==> src/rtl/m_pool_ctrl.sv <==
// m_pool_ctrl: sequencer for the max/ReLU pooling stage.
//
// Walks a conv-output feature-map RAM in pooling-window order (channel,
// output row, output column, window row, window column) and issues one read
// per cycle. The pooling unit is held cleared except on cycles where valid
// RAM data sits at its input. The unit's write strobes become addressed writes
// into the pooled-map RAM.
//
// Ports:
//   clk_in    in   clock, rising edge
//   rst_n     in   asynchronous active-low reset
//   start     in   frame start request, sampled only in IDLE
//   rd_en     out  input-RAM read strobe (data valid one cycle later)
//   rd_addr   out  input-RAM read address [ADDR_W]
//   pool_hold out  pooling unit clear/hold (active high)
//   pool_wr   in   pooling unit output strobe
//   wr_en     out  output-RAM write strobe
//   wr_addr   out  output-RAM write address [OADDR_W]
//   busy      out  frame in progress
//   done      out  one-cycle pulse when the frame is complete
module m_pool_ctrl #(
  parameter int MAP_W   = 88,
  parameter int MAP_H   = 88,
  parameter int WIN     = 4,
  parameter int CH      = 1,
  parameter int ADDR_W  = 13,
  parameter int OADDR_W = 9
) (
  input  logic               clk_in,
  input  logic               rst_n,
  input  logic               start,
  output logic               rd_en,
  output logic [ADDR_W-1:0]  rd_addr,
  output logic               pool_hold,
  input  logic               pool_wr,
  output logic               wr_en,
  output logic [OADDR_W-1:0] wr_addr,
  output logic               busy,
  output logic               done
);

  localparam int OW    = MAP_W / WIN;
  localparam int OH    = MAP_H / WIN;
  localparam int TOTAL = CH * OW * OH;
  localparam int KW    = (WIN > 1) ? $clog2(WIN) : 1;
  localparam int OXW   = (OW > 1) ? $clog2(OW) : 1;
  localparam int OYW   = (OH > 1) ? $clog2(OH) : 1;
  localparam int CW    = (CH > 1) ? $clog2(CH) : 1;
  // One extra bit so TOTAL is representable even when it equals 2^OADDR_W.
  localparam int CNT_W = OADDR_W + 1;

  localparam logic [ADDR_W-1:0] STEP_WIN = ADDR_W'(WIN);
  localparam logic [ADDR_W-1:0] STEP_ROW = ADDR_W'(MAP_W);
  localparam logic [ADDR_W-1:0] STEP_BLK = ADDR_W'(WIN * MAP_W);
  localparam logic [ADDR_W-1:0] STEP_CH  = ADDR_W'(MAP_W * MAP_H);
  localparam logic [KW-1:0]     K_MAX    = KW'(WIN - 1);
  localparam logic [OXW-1:0]    OX_MAX   = OXW'(OW - 1);
  localparam logic [OYW-1:0]    OY_MAX   = OYW'(OH - 1);
  localparam logic [CW-1:0]     C_MAX    = CW'(CH - 1);
  localparam logic [CNT_W-1:0]  TOTAL_C  = CNT_W'(TOTAL);

  localparam logic [1:0] S_IDLE  = 2'd0;
  localparam logic [1:0] S_READ  = 2'd1;
  localparam logic [1:0] S_DRAIN = 2'd2;
  localparam logic [1:0] S_DONE  = 2'd3;

  logic [1:0]         state_q,   state_d;
  logic [KW-1:0]      kx_q,      kx_d;
  logic [KW-1:0]      ky_q,      ky_d;
  logic [OXW-1:0]     ox_q,      ox_d;
  logic [OYW-1:0]     oy_q,      oy_d;
  logic [CW-1:0]      c_q,       c_d;
  // Base registers: channel start, window-row block start, window top-left,
  // current window line start, and the live read address.
  logic [ADDR_W-1:0]  ch_base_q, ch_base_d;
  logic [ADDR_W-1:0]  blk_q,     blk_d;
  logic [ADDR_W-1:0]  win_q,     win_d;
  logic [ADDR_W-1:0]  line_q,    line_d;
  logic [ADDR_W-1:0]  addr_q,    addr_d;
  logic [CNT_W-1:0]   out_cnt_q, out_cnt_d;
  logic               hold_q;
  logic               clr_walk;

  assign rd_en     = (state_q == S_READ);
  assign busy      = (state_q == S_READ) || (state_q == S_DRAIN);
  assign done      = (state_q == S_DONE);
  assign pool_hold = hold_q;
  assign rd_addr   = addr_q;
  assign wr_en     = pool_wr & busy;
  assign wr_addr   = out_cnt_q[OADDR_W-1:0];

  always_comb begin
    state_d   = state_q;
    kx_d      = kx_q;
    ky_d      = ky_q;
    ox_d      = ox_q;
    oy_d      = oy_q;
    c_d       = c_q;
    ch_base_d = ch_base_q;
    blk_d     = blk_q;
    win_d     = win_q;
    line_d    = line_q;
    addr_d    = addr_q;
    out_cnt_d = out_cnt_q;
    clr_walk  = 1'b0;

    if (wr_en) out_cnt_d = out_cnt_q + CNT_W'(1);

    case (state_q)
      S_IDLE: begin
        if (start) begin
          state_d   = S_READ;
          clr_walk  = 1'b1;
          out_cnt_d = '0;
        end
      end
      S_READ: begin
        // Innermost loop that has not wrapped advances; everything inside it
        // restarts from the next outer base.
        if (kx_q != K_MAX) begin
          kx_d   = kx_q + KW'(1);
          addr_d = addr_q + ADDR_W'(1);
        end else if (ky_q != K_MAX) begin
          kx_d   = '0;
          ky_d   = ky_q + KW'(1);
          line_d = line_q + STEP_ROW;
          addr_d = line_q + STEP_ROW;
        end else if (ox_q != OX_MAX) begin
          kx_d   = '0;
          ky_d   = '0;
          ox_d   = ox_q + OXW'(1);
          win_d  = win_q + STEP_WIN;
          line_d = win_q + STEP_WIN;
          addr_d = win_q + STEP_WIN;
        end else if (oy_q != OY_MAX) begin
          kx_d   = '0;
          ky_d   = '0;
          ox_d   = '0;
          oy_d   = oy_q + OYW'(1);
          blk_d  = blk_q + STEP_BLK;
          win_d  = blk_q + STEP_BLK;
          line_d = blk_q + STEP_BLK;
          addr_d = blk_q + STEP_BLK;
        end else if (c_q != C_MAX) begin
          kx_d      = '0;
          ky_d      = '0;
          ox_d      = '0;
          oy_d      = '0;
          c_d       = c_q + CW'(1);
          ch_base_d = ch_base_q + STEP_CH;
          blk_d     = ch_base_q + STEP_CH;
          win_d     = ch_base_q + STEP_CH;
          line_d    = ch_base_q + STEP_CH;
          addr_d    = ch_base_q + STEP_CH;
        end else begin
          state_d  = S_DRAIN;
          clr_walk = 1'b1;
        end
      end
      S_DRAIN: begin
        // Look at the post-increment count so DONE follows the last write.
        if (out_cnt_d == TOTAL_C) state_d = S_DONE;
      end
      S_DONE:  state_d = S_IDLE;
      default: state_d = S_IDLE;
    endcase

    if (clr_walk) begin
      kx_d      = '0;
      ky_d      = '0;
      ox_d      = '0;
      oy_d      = '0;
      c_d       = '0;
      ch_base_d = '0;
      blk_d     = '0;
      win_d     = '0;
      line_d    = '0;
      addr_d    = '0;
    end
  end

  always_ff @(posedge clk_in or negedge rst_n) begin
    if (!rst_n) begin
      state_q   <= S_IDLE;
      kx_q      <= '0;
      ky_q      <= '0;
      ox_q      <= '0;
      oy_q      <= '0;
      c_q       <= '0;
      ch_base_q <= '0;
      blk_q     <= '0;
      win_q     <= '0;
      line_q    <= '0;
      addr_q    <= '0;
      out_cnt_q <= '0;
      hold_q    <= 1'b1;
    end else begin
      state_q   <= state_d;
      kx_q      <= kx_d;
      ky_q      <= ky_d;
      ox_q      <= ox_d;
      oy_q      <= oy_d;
      c_q       <= c_d;
      ch_base_q <= ch_base_d;
      blk_q     <= blk_d;
      win_q     <= win_d;
      line_q    <= line_d;
      addr_q    <= addr_d;
      out_cnt_q <= out_cnt_d;
      // Data read in cycle R is at the pooling input in R+1; release hold then.
      hold_q    <= ~rd_en;
    end
  end

endmodule

==> config.mk <==
export PLATFORM = sky130hd
export DESIGN_NAME = m_pool_ctrl
export DESIGN_NICKNAME = d
export VERILOG_FILES = /design/src/rtl/m_pool_ctrl.sv
export SDC_FILE = /design/constraint.sdc
export NUM_CORES = 1
export LEC_CHECK = 0
export CORE_MARGIN = 4
export CORE_UTILIZATION = 54
export DETAILED_ROUTE_END_ITERATION = 12
export PLACE_DENSITY = 0.88
export SYNTH_ARGS = -nofsm -noshare
export SYNTH_HDL_FRONTEND = slang
export SYNTH_SLANG_ARGS = --single-unit
==> constraint.sdc <==
create_clock -name clk_in -period 2.2 [get_ports clk_in]
set_input_delay 0.44 -clock clk_in [delete_from_list [all_inputs] [get_ports clk_in]]
set_output_delay 0.44 -clock clk_in [all_outputs]
set_load 0.02 [all_outputs]
==> results.yml <==
critical_path:
  end_kind: "primary output"
  crit_required_ps: 1760
  path_max_fanout: 3
  crit_type: "flip-flop to primary output"
  cp-start-kind: "flip-flop"
  cp.arrival_ps: 1740
synth:
  yosysWarnings: 0
  async_flop_share_pct: 100
  ys.flop_type: "dfrtp_1"
  synth_nets: 567
  synth_edf_count: 0
  yosysSeqAreaShare_pct: 43.4
  yosys.area.top_type_share_pct: 42.8
  synth_top_cell_by_area: "dfrtp_1"
  synth_area_leaders: "dfrtp_1, o21ai_0, nand2_1, xnor2_1, ha_1"
  syn_inst: 547
  avgSynthCellArea_um2: 9.08
  syn_area_um2: 4970
  yosysUniqueCellTypes: 67
  ys_seq_elements: 86
clock_tree:
  clock_path_buffers: 2
  cts_buffers: 9
  htreeDepth: 3
  cts.clk_slew.worst_paths_ps: 80
  clock_latency_ps: 370
  tritoncts: "built"
  clkSinkCount: 86
  postCtsHoldBufs: 0
  cts-root-buf: "clkbuf_8"
die:
  ioPinCount: 31
  core_um2: 8850
  num_rows: 34
  start_util_pct: 56.1
  die-area_um2: 10800
  die_h_um: 104
  die_x_um: 104
timing:
  max_freq_ghz: 0.458
  finalCritPeriodShare_pct: 99.1
  setup_violations: 0
  worst_slack_ps: 18.8
  relSlewSlack_pct: 56.2
  period_needed_ps: 2180
  finalClockSkew_ps: 14.3
  rsz0062_at_grt: "true"
  final-hold-violation-count: 0
  slew_violations: 0
  timing.hold.ws_ps: 49.1
  tightest_slew_ps: 654
  finalSetupTns_ps: 0
grt:
  gr-usage-met1_pct: 30.0
  antenna_found_initial: 0
  grt_pass1_wl_mm: 20.7
  grt_max_degree: 48
  grt_pass1_vias: 4471
  grt_busiest_layer: "met2"
  grtUsageMet2_pct: 36.8
  overflow: 0
  grt_use_total_pct: 22.8
  use_met3_pct: 4.78
route:
  drt_iter0_markers: 295
  vias_per_cell: 6.14
  ant_nets: 0
  vias: 4448
  drt_pre_antenna_iters: 5
  drc: 0
  finalWirelength_mm: 12.4
  wl_per_cell_um: 17.1
place:
  dpl.cell_count: 708
  gpl.final_weighted_congestion: 0.895
  hpwl_mm: 8.92
  place_ws_ps: -227
  io_buffer_count: 30
status:
  outcome: "complete, no violations"
pwr:
  fin_total_pwr_mw: 6.04
  vdd_ir_drop_max_mv: 0.602
  p_leak_nw: 2.65
  power_density_nw_per_um2: 1020
cells_and_area:
  fill_cells: 661
  antenna_cells: 0
  layout.cells.non_filler: 725
  layout-drive-gt1-share_pct: 15.1
  area_growth_pct: 19.1
  nets: 632
  mostFrequentLayoutCell: "dfrtp_1"
  layout_common_cells: "dfrtp_1, nand2_1, buf_4, nor2_1, o21ai_0"
run:
  drv_cap: 0
worst_hold_path:
  hold_class: "primary input to async pin"
## where the power goes
| group | total, mW | internal, mW | switching (mW) |
|---|---|---|---|
| clock network | 1.26 | 0.673 | 0.588 |
| registers | 2.18 | 1.88 | 0.298 |
| logic | 2.60 | 1.17 | 1.43 |
## cells in the mapped netlist (10+ instances only)
cell      number
nand2_1       64
a21oi_1       23
dfrtp_1       85
ha_1          16
inv_1         17
xor2_1        17
nor2_1        51
nand4_1       12
nor3_1        13
clkbuf_1      13
and2_1        16
xnor2_1       24
nand3_1       20
buf_4         10
o21ai_0       49
## routing by layer
metal | wire [um] | part of all wire, %
met1 | 5310 | 43
met2 | 5980 | 48
met3 | 814 | 6.6
met4 | 285 | 2.3
met5 | 0 | 0
## critical path: stages (launching register included)
cell             delay [ps]
dfrtp_1                 400
buf_4                   140
buf_4                   130
ha_1                    170
clkdlybuf4s50_1         540
## through the flow
| step | util [%] | area [um^2] |
|---|---|---|
| floorplan | - | 4990 |
| global placement | 64.0 | 5660 |
| detailed placement | 64.0 | 5660 |
| CTS | 66.6 | 5890 |
| global route | 66.8 | 5910 |
| finish | 66.8 | 5910 |
## cell families after synthesis
kind of cell             Yosys count  synth area share (%)
AO/OA/AOI/OAI                    140                  18.7
AND/OR/NAND/NOR                  213                  21.2
XOR/XNOR                          41                  7.23
buffers and inverters             46                  4.46
flip-flops                        86                  43.4
adder cells (fa/ha/maj)           16                  4.03
multiplexers                       5                  1.03
## registers in the layout (all words and copies together), names as in the netlist
register	flops
ky_q	2
blk_q	13
line_q	13
pool_hold	1
rd_addr	13
kx_q	2
ch_base_q	7
out_cnt_q	10
oy_q	5
win_q	13
ox_q	5
state_q	2
## final timing paths
check,slack [ps],cells after the start,to,from
worst max-delay path,20,4,done,state_q[1]
worst min-delay path,50,1,ox_q[1],rst_n
worst max register to register,30,8,state_q[1],state_q[0]
worst min register to register,480,2,line_q[0],line_q[0]
max in group asynchronous,1510,2,ch_base_q[7],rst_n
min in group clk_in,480,2,line_q[0],line_q[0]
## what timing repair did
item,4_1_cts,5_1_grt
buffers inserted,0,1
pin swaps,3,3
resized for setup,5,8
endpoints found under the setup margin,8,10
## final cells by class
cell class / count / area [um^2] / share of cell area [%]
sequential: 86 / 2150 / 36.4
multi-input combinational: 415 / 2630 / 44.5
inverter: 17 / 63.8 / 1.08
clock buffer: 11 / 141 / 2.39
timing repair buffer: 83 / 706 / 11.9
clock inverter: 5 / 82.6 / 1.40
tap: 108 / 135 / 2.29
(Power assumes the default switching activity.)
